**src/rtl/fetch_pc_unit.sv**
```systemverilog
// Multi-slot fetch program counter: one aligned group of FETCH_WIDTH slots per accepted cycle.
// Optional FETCH_PERF_CNT_EN macro adds saturating accepted-group and redirect counters.
module fetch_pc_unit #(
    parameter int                XLEN            = 32,
    parameter int                FETCH_WIDTH     = 2,
    parameter logic [XLEN-1:0]   RESET_PC        = '0,
    parameter int                REDIRECT_BUBBLE = 1,
    localparam int               SLOT_W          = (FETCH_WIDTH > 1) ? $clog2(FETCH_WIDTH) : 1
) (
    input  logic                   clk,
    input  logic                   rst,
    input  logic                   flush,
    input  logic [XLEN-1:0]        correct_pc,
    input  logic                   fetch_ready,
    input  logic                   bp_taken,
    input  logic [SLOT_W-1:0]      bp_slot,
    input  logic [XLEN-1:0]        bp_target,
    input  logic                   stop_fetch,
    output logic [XLEN-1:0]        pc,
    output logic                   fetch_valid,
    output logic [FETCH_WIDTH-1:0] slot_mask,
    output logic                   halted
`ifdef FETCH_PERF_CNT_EN
    ,
    output logic [31:0]            perf_groups,
    output logic [31:0]            perf_redirects
`endif
);

    localparam int              OFF_W       = $clog2(FETCH_WIDTH * 4);
    localparam logic [XLEN-1:0] GROUP_BYTES = XLEN'(FETCH_WIDTH * 4);
    localparam logic [2:0]      BUB_LOAD    = 3'(REDIRECT_BUBBLE - 1);

    typedef enum logic [1:0] {
        S_RUN,
        S_BUBBLE,
        S_HALT
    } state_t;

    state_t            state_q, state_d;
    logic [XLEN-1:0]   pc_q, pc_d;
    logic [2:0]        cnt_q, cnt_d;

    logic [SLOT_W-1:0] start_slot;
    logic [XLEN-1:0]   group_base;
    logic              taken_eff;
    logic              accept;
    logic              unused_low;

    generate
        if (FETCH_WIDTH > 1) begin : g_slot
            assign start_slot = pc_q[OFF_W-1:2];
        end else begin : g_noslot
            assign start_slot = '0;
        end
    endgenerate

    assign group_base  = {pc_q[XLEN-1:OFF_W], {OFF_W{1'b0}}};
    // A taken branch in a slot before the entry point belongs to an older group.
    assign taken_eff   = bp_taken && (bp_slot >= start_slot);
    assign fetch_valid = (state_q == S_RUN);
    assign accept      = fetch_valid && fetch_ready;
    assign pc          = pc_q;
    assign halted      = (state_q == S_HALT);
    assign unused_low  = ^{correct_pc[1:0], bp_target[1:0]};

    generate
        for (genvar gi = 0; gi < FETCH_WIDTH; gi++) begin : g_mask
            localparam logic [SLOT_W-1:0] IDX = SLOT_W'(gi);
            assign slot_mask[gi] = fetch_valid && (IDX >= start_slot)
                                   && !(taken_eff && (IDX > bp_slot));
        end
    endgenerate

    always_comb begin
        state_d = state_q;
        pc_d    = pc_q;
        cnt_d   = cnt_q;
        if (flush) begin
            pc_d = {correct_pc[XLEN-1:2], 2'b00};
            if (REDIRECT_BUBBLE > 0) begin
                state_d = S_BUBBLE;
                cnt_d   = BUB_LOAD;
            end else begin
                state_d = S_RUN;
                cnt_d   = 3'd0;
            end
        end else begin
            case (state_q)
                S_RUN: begin
                    if (stop_fetch) begin
                        state_d = S_HALT;
                    end else if (accept) begin
                        pc_d = taken_eff ? {bp_target[XLEN-1:2], 2'b00}
                                         : group_base + GROUP_BYTES;
                    end
                end
                S_BUBBLE: begin
                    if (stop_fetch) begin
                        state_d = S_HALT;
                    end else if (cnt_q == 3'd0) begin
                        state_d = S_RUN;
                    end else begin
                        cnt_d = cnt_q - 3'd1;
                    end
                end
                S_HALT: begin
                    state_d = S_HALT;
                end
                default: begin
                    state_d = S_RUN;
                end
            endcase
        end
    end

    always_ff @(posedge clk) begin
        if (rst) begin
            state_q <= S_RUN;
            pc_q    <= RESET_PC;
            cnt_q   <= 3'd0;
        end else begin
            state_q <= state_d;
            pc_q    <= pc_d;
            cnt_q   <= cnt_d;
        end
    end

`ifdef FETCH_PERF_CNT_EN
    logic [31:0] perf_groups_q, perf_redirects_q;

    always_ff @(posedge clk) begin
        if (rst) begin
            perf_groups_q    <= '0;
            perf_redirects_q <= '0;
        end else begin
            if (accept && (perf_groups_q != '1)) begin
                perf_groups_q <= perf_groups_q + 32'd1;
            end
            if (flush && (perf_redirects_q != '1)) begin
                perf_redirects_q <= perf_redirects_q + 32'd1;
            end
        end
    end

    assign perf_groups    = perf_groups_q;
    assign perf_redirects = perf_redirects_q;
`endif

endmodule

```
**config.mk**
```make
export PLATFORM = sky130hd
export DESIGN_NAME = fetch_pc_unit
export DESIGN_NICKNAME = d
export VERILOG_FILES = /design/src/rtl/fetch_pc_unit.sv
export SDC_FILE = /design/constraint.sdc
export NUM_CORES = 1
export LEC_CHECK = 0
export BUFFER_PORTS_ARGS = -buffer_cell sky130_fd_sc_hd__buf_2
export CAP_MARGIN = 20
export CORE_ASPECT_RATIO = 1.4
export CORE_MARGIN = 2
export CORE_UTILIZATION = 52
export DETAILED_ROUTE_END_ITERATION = 8
export HOLD_SLACK_MARGIN = 0.12
export PLACE_DENSITY_LB_ADDON = 0.2
export SETUP_SLACK_MARGIN = 0.4
export SYNTH_ARGS = -nofsm -noshare
export SYNTH_HDL_FRONTEND = slang
export SYNTH_SLANG_ARGS = --single-unit
export TNS_END_PERCENT = 1
```
**constraint.sdc**
```tcl
create_clock -name clk -period 4 [get_ports clk]
set_clock_uncertainty 0.1 [all_clocks]
set_input_delay 0.8 -clock clk [delete_from_list [all_inputs] [get_ports clk]]
set_output_delay 0.8 -clock clk [all_outputs]
set_load 0.01 [all_outputs]
```
==> summary.md <==
| Metric | Value |
|---|---|
| Status | `finished, final reports clean` |
| Reg-to-reg slack, setup | `around 1500 ps` |
| Register area | `701 µm²` |
| Nets | `around 490` |
| Die X-Extent | `just over 60 µm` |
| Worst-Margin Slew | `roughly 970 ps` |
| Vias in the first global route | `between 2000 and 3000` |
| Height of the chip | `between 80 and 90 µm` |
| # hold bufs at CTS | `0` |
| Max Buffers Root-to-Sink | `2` |
| Share of power burned in registers | `0.450` |
| Crit path launch type | `input pin` |
| TritonRoute pass-1 iters | `5` |
| Synth Register Bits | `35` |
| Core area | `between 0.004 and 0.005 mm²` |
| Sw frac | `0.314` |
| Global-route wire length before repair | `13300 µm` |
| CTS tree | `done` |
| Post-synth EDFFs | `0` |
| Clk network pwr share | `0.323` |
| Setup TNS | `0 ps` |
| Htree depth | `2` |
| Largest net degree at the start of global routing | `38` |
| Post-CTS Setup Repair Bufs | `0` |
| CTS Sinks | `35` |
| Async set-reset flop share out of synthesis | `0` |
| Resized Gates After CTS | `0` |
| Dpl hpwl | `about 5800 µm` |
| Peak Freq | `381 MHz` |
| Initial Util | `0.544` |
| Max-slew headroom | `0.345` |
| DRC violations left | `0` |
| Worst vdd ir | `0.241 mV` |
| RSZ-0062 raised after global routing | `no` |
| Place WS | `about 1100 ps` |
| Proportion of layout cells with a drive suffix above 1 | `0.289` |
| Grt ovf | `0` |
| Worst Setup EP | `pc[21]` |
| Leak pwr | `~1.3 nW` |
| Register clock-pin slew on the reported worst setup and hold paths | `about 70 ps` |
| Via count | `roughly 3000` |
| Syn_area_per_cell | `7.52 µm²` |
| # setup viols final | `0` |
| Initial drt markers | `just under 300` |
| Max Cap Viol | `0` |
| Critical R2R Capture | `pc[27]` |
| Max Slew Vio Count | `0` |
| Kind of critical path | `input pin to flop` |
| Gate power share | `0.227` |
| Area fraction of the dominant cell type after synthesis | `0.284` |
| Hold Violations, Final | `0` |
| Pwr dens | `just under 300 mW/mm²` |
| DP Area | `about 0.0030 mm²` |
| WL per Instance | `~17 µm` |
| Gpl congestion | `approximately 0.99` |
| Required time of the worst setup path | `4130 ps` |
| Final period util | `0.656` |
| Number of antenna cells inserted | `0` |
| Period minus WS final | `~2600 ps` |
| Commonest non-fill, non-tap cell in the layout | `buf_2` |
| Crit path DAT | `approximately 2800 ps` |
| Vias per inst | `between 6 and 7` |
| Multi-input logic area | `approximately 0.0016 mm²` |
| Die area | `0.00532 mm²` |
| Root buffer cell | `clkbuf_8` |
| Final instance area | `around 0.0031 mm²` |
| Antenna Nets Post-Route | `0` |
| TritonCTS buffer count | `5` |
| # rows | `29` |
| P&R area growth vs syn | `25.3%` |
| Most frequent cells in the layout | `buf_2 (100), dfxtp_1 (35), a21oi_1 (29), nand2_1 (26), nor2_1 (24)` |
| Crit-path max FO | `12` |
| Total Routing Usage GR | `0.312` |
| DRT Wirelength | `between 8000 and 9000 µm` |
| Main synth FF type | `dfxtp_1` |
| Syn Inst Count | `~330` |
| IO Port Bufs | `100` |
| Int Pwr | `between 600 and 700 µW` |
| Reg2reg start | `pc[11]` |
| Antenna violations before repair | `0` |
| Top cells by area, synth | `dfxtp_1 (28%), a21oi_1 (5.9%), o21ai_0 (4.5%), nand2_1 (4.0%), nor2_1 (3.7%)` |
| Final worst slack | `around 1400 ps` |
| Post-synth top area cell | `dfxtp_1` |
| Hold WS | `approximately 400 ps` |
| Synthesis Warnings | `0` |
| Post-synthesis sequential area ratio | `0.284` |
| NetSw | `286 µW` |
| Io pins | `107` |
| Hold WC Path Type | `flop to flop` |
| Worst Setup SP | `stop_fetch` |
| Cell variety after synth | `60` |
| Element type at the critical path end | `flop` |
| Mapped Area | `about 0.0025 mm²` |
| R2R cell count | `5` |
| Clk Latency, worst-skew pair | `between 200 and 300 ps` |
| Filler instances | `424` |
-- cells by family (layout without fill, tap and decap cells) --
kind of cell / Yosys count / count (layout) / synth area share
buffers and inverters: 35 / 125 / 0.0568
AOI/OAI and AO/OA: 122 / 122 / 0.339
DFF: 35 / 35 / 0.284
muxes: 3 / 3 / 0.0132
and+or+nand+nor: 125 / 125 / 0.276
adders and majority gates: 3 / 3 / 0.0152
xor gates and xnor gates: 4 / 4 / 0.0142
other: 1 / 2 / 0.00152
-- registers in the layout, summed over array words and instances, names as in the netlist --
register,cells
pc,30
state_q,2
cnt_q,3
-- per-stage QoR --
step                      total power, mW   util  cells
after floorplan                     0.530      -    329
after global placement              0.615  0.659    473
after detailed placement            0.620  0.659    473
after CTS                           0.906  0.681    481
after global routing                0.953  0.681    481
final                               0.909  0.681    481
-- worst max-delay path: stages --
cell      delay, ps
buf_2           120
or4b_1          710
nor3_2          590
a221oi_1        200
a21o_1          230
a21oi_1         100
-- synthesized netlist by cell type (all sizes together), types with 2 or more instances --
cell and number:
a211oi 7, a21o 3, a21oi 29, a221o 2, a221oi 9, a2bb2oi 2
a311oi 3, a31oi 10, and2 7, and3 7, and4 4, buf 4
clkbuf 19, dfxtp 35, ha 3, inv 12, mux2 2, nand2 26
nand3 14, nand4 12, nor2 24, nor2b 3, nor3 12, nor4 3
nor4b 3, o211ai 2, o21a 6, o21ai 23, o221ai 6, o22a 2
o22ai 2, o31a 5, o32ai 3, o41a 2, or3 3, or4 3
xor2 3
-- how the worst min path moves through the flow --
stage	start	to	cells after the start
after floorplan	cnt_q[1]	cnt_q[1]	2
after global placement	cnt_q[2]	cnt_q[2]	2
after detailed placement	cnt_q[1]	cnt_q[1]	2
after CTS	cnt_q[1]	cnt_q[1]	2
after global routing	pc[14]	pc[14]	2
final	cnt_q[1]	cnt_q[1]	2
-- power by group through the flow --
stage	clock [mW]	sequential, mW	combinational [mW]
3_3_place_gp	0	0.414	0.200
2_1_floorplan	0	0.416	0.114
5_1_grt	0.311	0.413	0.229
4_1_cts	0.293	0.408	0.206
6_report	0.293	0.409	0.207
3_5_place_dp	0	0.415	0.205
-- per-layer routing --
| metal | vias to the layer above | share of wire | routed length [µm] | track usage |
|---|---|---|---|---|
| li1 | 1445 | - | - | - |
| met1 | 1379 | 0.38 | 3130 | 0.360 |
| met2 | 165 | 0.50 | 4080 | 0.541 |
| met3 | 37 | 0.078 | 636 | 0.0570 |
| met4 | 0 | 0.038 | 310 | 0.178 |
| met5 | - | 0 | 0 | 0 |
-- area by class of cell --
class,count,area share
well taps,62,0.0251
inverters,12,0.0146
repair buffers,105,0.174
multi-input cells,259,0.527
flip-flops and latches,35,0.227
clock buffers,8,0.0324
Power figures use the tool's default switching activity.
